## config.mk

```make
export PLATFORM = sky130hd
export DESIGN_NAME = lsu_ctrl
export DESIGN_NICKNAME = d
export VERILOG_FILES = /design/src/rtl/lsu_ctrl.sv
export SDC_FILE = /design/constraint.sdc
export NUM_CORES = 1
export LEC_CHECK = 0
export ABC_AREA = 1
export BUFFER_PORTS_ARGS = -buffer_cell sky130_fd_sc_hd__buf_2
export CAP_MARGIN = 0
export CORE_UTILIZATION = 45
export CTS_CLUSTER_DIAMETER = 40
export DETAILED_ROUTE_END_ITERATION = 10
export PLACE_DENSITY = 0.76
export SYNTH_ARGS = -nofsm -noshare
export SYNTH_HDL_FRONTEND = slang
export SYNTH_SLANG_ARGS = --single-unit
```

## constraint.sdc

```tcl
create_clock -name clk -period 1.54 [get_ports clk]
set_clock_uncertainty 0.15 [all_clocks]
set_input_delay 0.308 -clock clk [delete_from_list [all_inputs] [get_ports clk]]
set_output_delay 0.308 -clock clk [all_outputs]
set_load 0.02 [all_outputs]
```

## src/rtl/lsu_ctrl.sv

```systemverilog
// rtl/lsu_ctrl.sv - RV32I load/store sequencer for a 32-bit word-addressed data RAM
//
// Purpose:
//   Takes one load/store request at a time from the core, drives the RAM
//   request/ack handshake, builds byte enables and lane-replicated store data,
//   aligns and sign/zero-extends load data, and reports misaligned, illegal
//   and timed-out accesses as a faulted response.
//   Optional feature macro: MISALIGNED_SPLIT_EN. When defined, misaligned
//   accesses are serviced instead of faulted; word-crossing ones take two beats.
//
// Ports:
//   clk, rst_n                    clock (rising edge), async active-low reset
//   req_valid/req_ready           core request handshake
//   req_we, req_size              1=store / funct3 size code
//   req_addr, req_wdata           byte address, right-aligned store data
//   resp_valid                    one-cycle completion pulse
//   resp_rdata, resp_fault        extended load data, fault flag
//   mem_req/mem_ack               RAM handshake (mem_req held until mem_ack)
//   mem_we, mem_addr, mem_be      RAM write, word address, byte enables
//   mem_wdata, mem_rdata          RAM write data, RAM read data
module lsu_ctrl #(
  parameter int unsigned TIMEOUT = 255,
  parameter int unsigned CNT_W   = 8
) (
  input  logic        clk,
  input  logic        rst_n,
  input  logic        req_valid,
  output logic        req_ready,
  input  logic        req_we,
  input  logic [2:0]  req_size,
  input  logic [31:0] req_addr,
  input  logic [31:0] req_wdata,
  output logic        resp_valid,
  output logic [31:0] resp_rdata,
  output logic        resp_fault,
  output logic        mem_req,
  output logic        mem_we,
  output logic [31:0] mem_addr,
  output logic [3:0]  mem_be,
  output logic [31:0] mem_wdata,
  input  logic        mem_ack,
  input  logic [31:0] mem_rdata
);

  // The timeout fires on the cycle the counter would reach TIMEOUT, so
  // mem_req is high for exactly TIMEOUT cycles when no ack arrives.
  localparam bit               TO_EN    = (TIMEOUT != 0);
  localparam logic [CNT_W-1:0] CNT_LAST = CNT_W'(TIMEOUT - 1);

  typedef enum logic [1:0] {
    S_IDLE    = 2'd0,
    S_ACCESS  = 2'd1,
`ifdef MISALIGNED_SPLIT_EN
    S_ACCESS2 = 2'd2,
`endif
    S_RESP    = 2'd3
  } state_t;

  state_t           state;
  logic [CNT_W-1:0] cnt;
  logic             we_q;
  logic [2:0]       size_q;
  logic [1:0]       off_q;

`ifdef MISALIGNED_SPLIT_EN
  logic             split_q;
  logic [3:0]       be2_q;
  logic [31:0]      wdata2_q;
  logic [31:0]      beat1_q;
`endif

  // Request decode, evaluated on the accept cycle
  logic [1:0]  in_off;
  logic        size_bad;
  logic        misaligned;
  logic        reject;
  logic [3:0]  mask4;
  logic [31:0] wsz;
  logic [31:0] wrep;
  logic        timeout_hit;

  assign in_off      = req_addr[1:0];
  assign timeout_hit = TO_EN && (cnt == CNT_LAST);

  always_comb begin
    size_bad   = (req_size == 3'b011) || (req_size[2:1] == 2'b11) ||
                 (req_size[2] && req_we);
    misaligned = ((req_size[1:0] == 2'b01) && req_addr[0]) ||
                 ((req_size[1:0] == 2'b10) && (in_off != 2'b00));
    case (req_size[1:0])
      2'b00: begin
        mask4 = 4'b0001;
        wsz   = {24'h0, req_wdata[7:0]};
        wrep  = {4{req_wdata[7:0]}};
      end
      2'b01: begin
        mask4 = 4'b0011;
        wsz   = {16'h0, req_wdata[15:0]};
        wrep  = {2{req_wdata[15:0]}};
      end
      default: begin
        mask4 = 4'b1111;
        wsz   = req_wdata;
        wrep  = req_wdata;
      end
    endcase
  end

`ifdef MISALIGNED_SPLIT_EN
  // Enables and data laid out across two consecutive words; the upper half
  // belongs to the second beat and is non-zero only for word-crossing access.
  logic [7:0]  be8;
  logic [63:0] wsh;
  assign be8    = {4'b0000, mask4} << in_off;
  assign wsh    = {32'h0, wsz} << {in_off, 3'b000};
  assign reject = size_bad;
`else
  assign reject = size_bad || misaligned;
`endif

  // Align the addressed bytes down to bit 0 and extend per size code.
  // pair is {second word, first word}; single-beat loads pass zero on top.
  function automatic logic [31:0] load_ext(input logic [63:0] pair,
                                           input logic [1:0]  off,
                                           input logic [2:0]  size);
    logic [31:0] sh;
    sh = 32'(pair >> {off, 3'b000});
    case (size)
      3'b000:  load_ext = {{24{sh[7]}}, sh[7:0]};
      3'b001:  load_ext = {{16{sh[15]}}, sh[15:0]};
      3'b100:  load_ext = {24'h0, sh[7:0]};
      3'b101:  load_ext = {16'h0, sh[15:0]};
      default: load_ext = sh;
    endcase
  endfunction

  always_ff @(posedge clk or negedge rst_n) begin
    if (!rst_n) begin
      state      <= S_IDLE;
      cnt        <= '0;
      we_q       <= 1'b0;
      size_q     <= 3'b000;
      off_q      <= 2'b00;
      req_ready  <= 1'b1;
      resp_valid <= 1'b0;
      resp_rdata <= 32'h0;
      resp_fault <= 1'b0;
      mem_req    <= 1'b0;
      mem_we     <= 1'b0;
      mem_addr   <= 32'h0;
      mem_be     <= 4'h0;
      mem_wdata  <= 32'h0;
`ifdef MISALIGNED_SPLIT_EN
      split_q    <= 1'b0;
      be2_q      <= 4'h0;
      wdata2_q   <= 32'h0;
      beat1_q    <= 32'h0;
`endif
    end else begin
      case (state)
        S_IDLE: begin
          if (req_valid) begin
            we_q      <= req_we;
            size_q    <= req_size;
            off_q     <= in_off;
            cnt       <= '0;
            req_ready <= 1'b0;
            if (reject) begin
              // No RAM access; answer with a fault on the next cycle
              state      <= S_RESP;
              resp_valid <= 1'b1;
              resp_fault <= 1'b1;
              resp_rdata <= 32'h0;
            end else begin
              state    <= S_ACCESS;
              mem_req  <= 1'b1;
              mem_we   <= req_we;
              mem_addr <= {req_addr[31:2], 2'b00};
`ifdef MISALIGNED_SPLIT_EN
              mem_be    <= be8[3:0];
              mem_wdata <= misaligned ? wsh[31:0] : wrep;
              split_q   <= |be8[7:4];
              be2_q     <= be8[7:4];
              wdata2_q  <= wsh[63:32];
`else
              mem_be    <= mask4 << in_off;
              mem_wdata <= wrep;
`endif
            end
          end
        end

        S_ACCESS: begin
          if (mem_ack) begin
            cnt <= '0;
`ifdef MISALIGNED_SPLIT_EN
            if (split_q) begin
              // First beat done; keep mem_req up and move to the next word
              beat1_q   <= mem_rdata;
              mem_addr  <= mem_addr + 32'd4;
              mem_be    <= be2_q;
              mem_wdata <= wdata2_q;
              state     <= S_ACCESS2;
            end else
`endif
            begin
              mem_req    <= 1'b0;
              state      <= S_RESP;
              resp_valid <= 1'b1;
              resp_fault <= 1'b0;
              resp_rdata <= we_q ? 32'h0 : load_ext({32'h0, mem_rdata}, off_q, size_q);
            end
          end else if (timeout_hit) begin
            mem_req    <= 1'b0;
            state      <= S_RESP;
            resp_valid <= 1'b1;
            resp_fault <= 1'b1;
            resp_rdata <= 32'h0;
          end else begin
            cnt <= cnt + 1'b1;
          end
        end

`ifdef MISALIGNED_SPLIT_EN
        S_ACCESS2: begin
          if (mem_ack) begin
            cnt        <= '0;
            mem_req    <= 1'b0;
            state      <= S_RESP;
            resp_valid <= 1'b1;
            resp_fault <= 1'b0;
            resp_rdata <= we_q ? 32'h0 : load_ext({mem_rdata, beat1_q}, off_q, size_q);
          end else if (timeout_hit) begin
            mem_req    <= 1'b0;
            state      <= S_RESP;
            resp_valid <= 1'b1;
            resp_fault <= 1'b1;
            resp_rdata <= 32'h0;
          end else begin
            cnt <= cnt + 1'b1;
          end
        end
`endif

        S_RESP: begin
          resp_valid <= 1'b0;
          resp_fault <= 1'b0;
          resp_rdata <= 32'h0;
          req_ready  <= 1'b1;
          state      <= S_IDLE;
        end

        default: begin
          mem_req   <= 1'b0;
          req_ready <= 1'b1;
          state     <= S_IDLE;
        end
      endcase
    end
  end

endmodule

```

==> results.json <==
{
  "status": "finished, violations left",
  "violations": "setup timing",
  "worstRegToRegCells": 9,
  "min_from": "req_wdata[29]",
  "synthArstFlopShare_pct": 100,
  "layout-area-overhead-vs-synth_pct": 61.9,
  "crit_fanout": 6,
  "rows": 41,
  "cts_buffers": 17,
  "antenna_found_initial": 1,
  "htreeDepth": 4,
  "path_cells": "buf_6 > nor2_4 > nand2_4 > nor2_4 > buf_12 > inv_8 > buf_16 > nand2_1 > nand2_1",
  "placed_area_um2": 7500,
  "dpl.hpwl_um": 11500,
  "ys_seq_area_share_pct": 50.5,
  "synth_edf_count": 0,
  "start_util_pct": 46.4,
  "grt_max_degree": 56,
  "cts_root_buf": "clkbuf_16",
  "cts_tree": "built",
  "powerDensity_nw_per_um2": 2030,
  "synth-seq-cells": 119,
  "synth_area_um2": 5900,
  "fin_crit_ns": 1.79,
  "avgSynthCellArea_um2": 7.66,
  "fin_util_pct": 75.1,
  "die_w_um": 117,
  "clock-sinks": 119,
  "critPathKind": "reg -> reg",
  "hold_depth": 3,
  "r2r_slack_ns": -0.25,
  "coreArea_um2": 12700,
  "clock.fmax_mhz": 559,
  "synthFlopType": "dfrtp_1",
  "rsz0062_at_grt": "yes",
  "pin_count": 209,
  "die_height_um": 117,
  "path_clk_slew_ns": 0.07,
  "dpl_worst_slack_ns": -0.173,
  "critPathMaxStageDelay_ns": 0.41,
  "drt-initial-drc-count": 581,
  "grt_util_all_layers_pct": 26.4,
  "required_ns": 1.67,
  "cellLeakagePower_nw": 5.26,
  "grt_overflow": 0,
  "reg2reg_to": "mem_addr[21]",
  "route.detailed.drc": 0,
  "clock_latency_ns": 0.42,
  "layout_setup_ws_ns": -0.248,
  "drt_wl_total_um": 22000,
  "avgRoutedWirePerCell_um": 17.3,
  "maxCapViolations": 0,
  "fin_crit_sh_pct": 116,
  "grt_pass1_vias": 5816,
  "final_cell_area_um2": 9560,
  "routed_via_density": 5.25,
  "vias": 6656,
  "vdd_drop_max_mv": 1.32,
  "start_kind": "register",
  "hold_viol_final": 0,
  "endpoint_kind": "register",
  "setup_viol": 113,
  "slew_viol_final": 0,
  "grt_first_pass_wirelength_um": 27400,
  "port_buffers": 206,
  "whs_endpoint": "mem_wdata[29]",
  "clock_path_buffers": 2,
  "critPathArrivalTime_ns": 1.92,
  "num-nets-final": 1188,
  "yosysWarnings": 0,
  "hold_class": "in -> reg",
  "postRouteAntennaNets": 0,
  "reg2reg_from": "state[1]",
  "syn_inst": 771,
  "ys_types": 31,
  "die_area_um2": 13600,
  "detail_route.first_pass.iterations": 5,
  "gp_congestion": 0.873,
  "cpMaxStageDelayCell": "dfrtp_1",
  "drive_gt1_share_pct": 43.1
}
repair_timing:
| item | CTS | global route |
|---|---|---|
| pin swaps | 2 | 25 |
| cloned | 3 | 15 |
| hold buffers | 31 | 0 |
| hold endpoints to repair | 148 | 0 |
| resized for setup | 19 | 194 |
| setup endpoints to repair | 111 | 113 |
| setup buffers | 3 | 8 |
layer usage:
layer	routed length (um)	vias up	track usage [%]
met4	1200	0	10.0
met3	2030	105	7.32
li1	-	3062	-
met1	7860	3078	31.3
met2	10900	411	45.5
met5	0	-	0
final cells by class:
class,count,area (um^2)
flip-flops and latches,119,2980
repair inverters,3,40.0
inverters,49,218
clock buffers,17,425
diodes,1,2.50
well taps,172,215
multi-input cells,564,3030
repair buffers,328,2450
fillers,860,3160
clock inverters,15,201
worst max-delay path: cells and delay by family, from the launching register on:
family                 cells  cell delay [ns]
buffers and inverters      4             0.55
DFF                        1             0.41
and+or+nand+nor            5             0.53
sequential cells by signal, summed over array words and instances, names as in the netlist:
name and cells:
mem_req 1, mem_addr 30, size_q 3, req_ready 1, resp_fault 1, we_q 1, mem_wdata 32, state 2
mem_be 4, resp_rdata 32, resp_valid 1, off_q 2, cnt 8, mem_we 1
cells in the final DEF, fill, tap and decap left out, types with 3 or more instances in the layout:
| cell | count |
|---|---|
| nand3_1 | 26 |
| nand2_2 | 50 |
| inv_6 | 3 |
| buf_4 | 58 |
| buf_16 | 3 |
| bufinv_16 | 4 |
| inv_1 | 42 |
| clkinv_4 | 4 |
| dfrtp_1 | 116 |
| o21ai_0 | 48 |
| nand4_1 | 4 |
| nand2_4 | 44 |
| nand2_1 | 271 |
| a21oi_1 | 32 |
| o21ai_1 | 12 |
| clkinv_2 | 3 |
| buf_2 | 204 |
| inv_2 | 3 |
| o21ai_2 | 20 |
| nor2_1 | 24 |
| dlygate4sd3_1 | 31 |
| clkinvlp_4 | 3 |
| nor2_4 | 3 |
| xor2_1 | 3 |
| buf_6 | 8 |
| clkbuf_16 | 25 |
| buf_12 | 14 |
| o211ai_1 | 7 |
| nand3_2 | 5 |
kinds of logic (layout without fill, tap and decap cells):
kind of cell               count (synthesis)  in the layout  synth area share [%]
AOI/OAI and AO/OA                        121            121                  11.5
buffers and inverters                     89            412                  7.63
DFF                                      119            119                  50.5
xor gates and xnor gates                   3              3                 0.445
adders and majority gates                  2              2                 0.424
and+or+nand+nor                          436            436                  29.5
other                                      1              3                0.0635
report_power, final:
group | internal (mW) | switching, mW | leakage, nW
combinational | 3.80 | 5.61 | 3.43
clock | 2.71 | 1.57 | 0.300
sequential | 4.48 | 1.26 | 1.53
total | 11.0 | 8.43 | 5.26
worst max path at each step:
stage	startpoint	end
after floorplan	cnt[0]	resp_rdata[0]
after global placement	req_addr[0]	mem_addr[7]
after detailed placement	req_addr[0]	mem_addr[16]
after CTS	cnt[0]	resp_rdata[23]
after global routing	state[1]	mem_wdata[7]
final	state[1]	mem_addr[21]
Yosys cell counts, drive strengths merged (4+ instances only):
cell type	count	area, um^2
nand2	366	1380
dfrtp	118	2950
o21ai	80	442
inv	48	180
a21oi	33	176
nand3	33	193
buf	29	225
nor2	29	121
clkbuf	11	41.3
o211ai	7	52.6
nand4	4	25.0
per-stage QoR:
step | setup TNS [ns] | cells | hold WS, ns | power, mW
2_1_floorplan | -2.51 | 772 | -0.138 | 9.89
3_3_place_gp | -8.35 | 1175 | 0.0349 | 12.8
3_5_place_dp | -12.49 | 1175 | 0.0349 | 12.9
4_1_cts | -3.21 | 1244 | 0.00434 | 17.4
5_1_grt | -23.98 | 1268 | 0.0320 | 20.4
6_report | -16.56 | 1268 | 0.0245 | 19.4
Note: power is estimated with default switching activity, not from simulation.
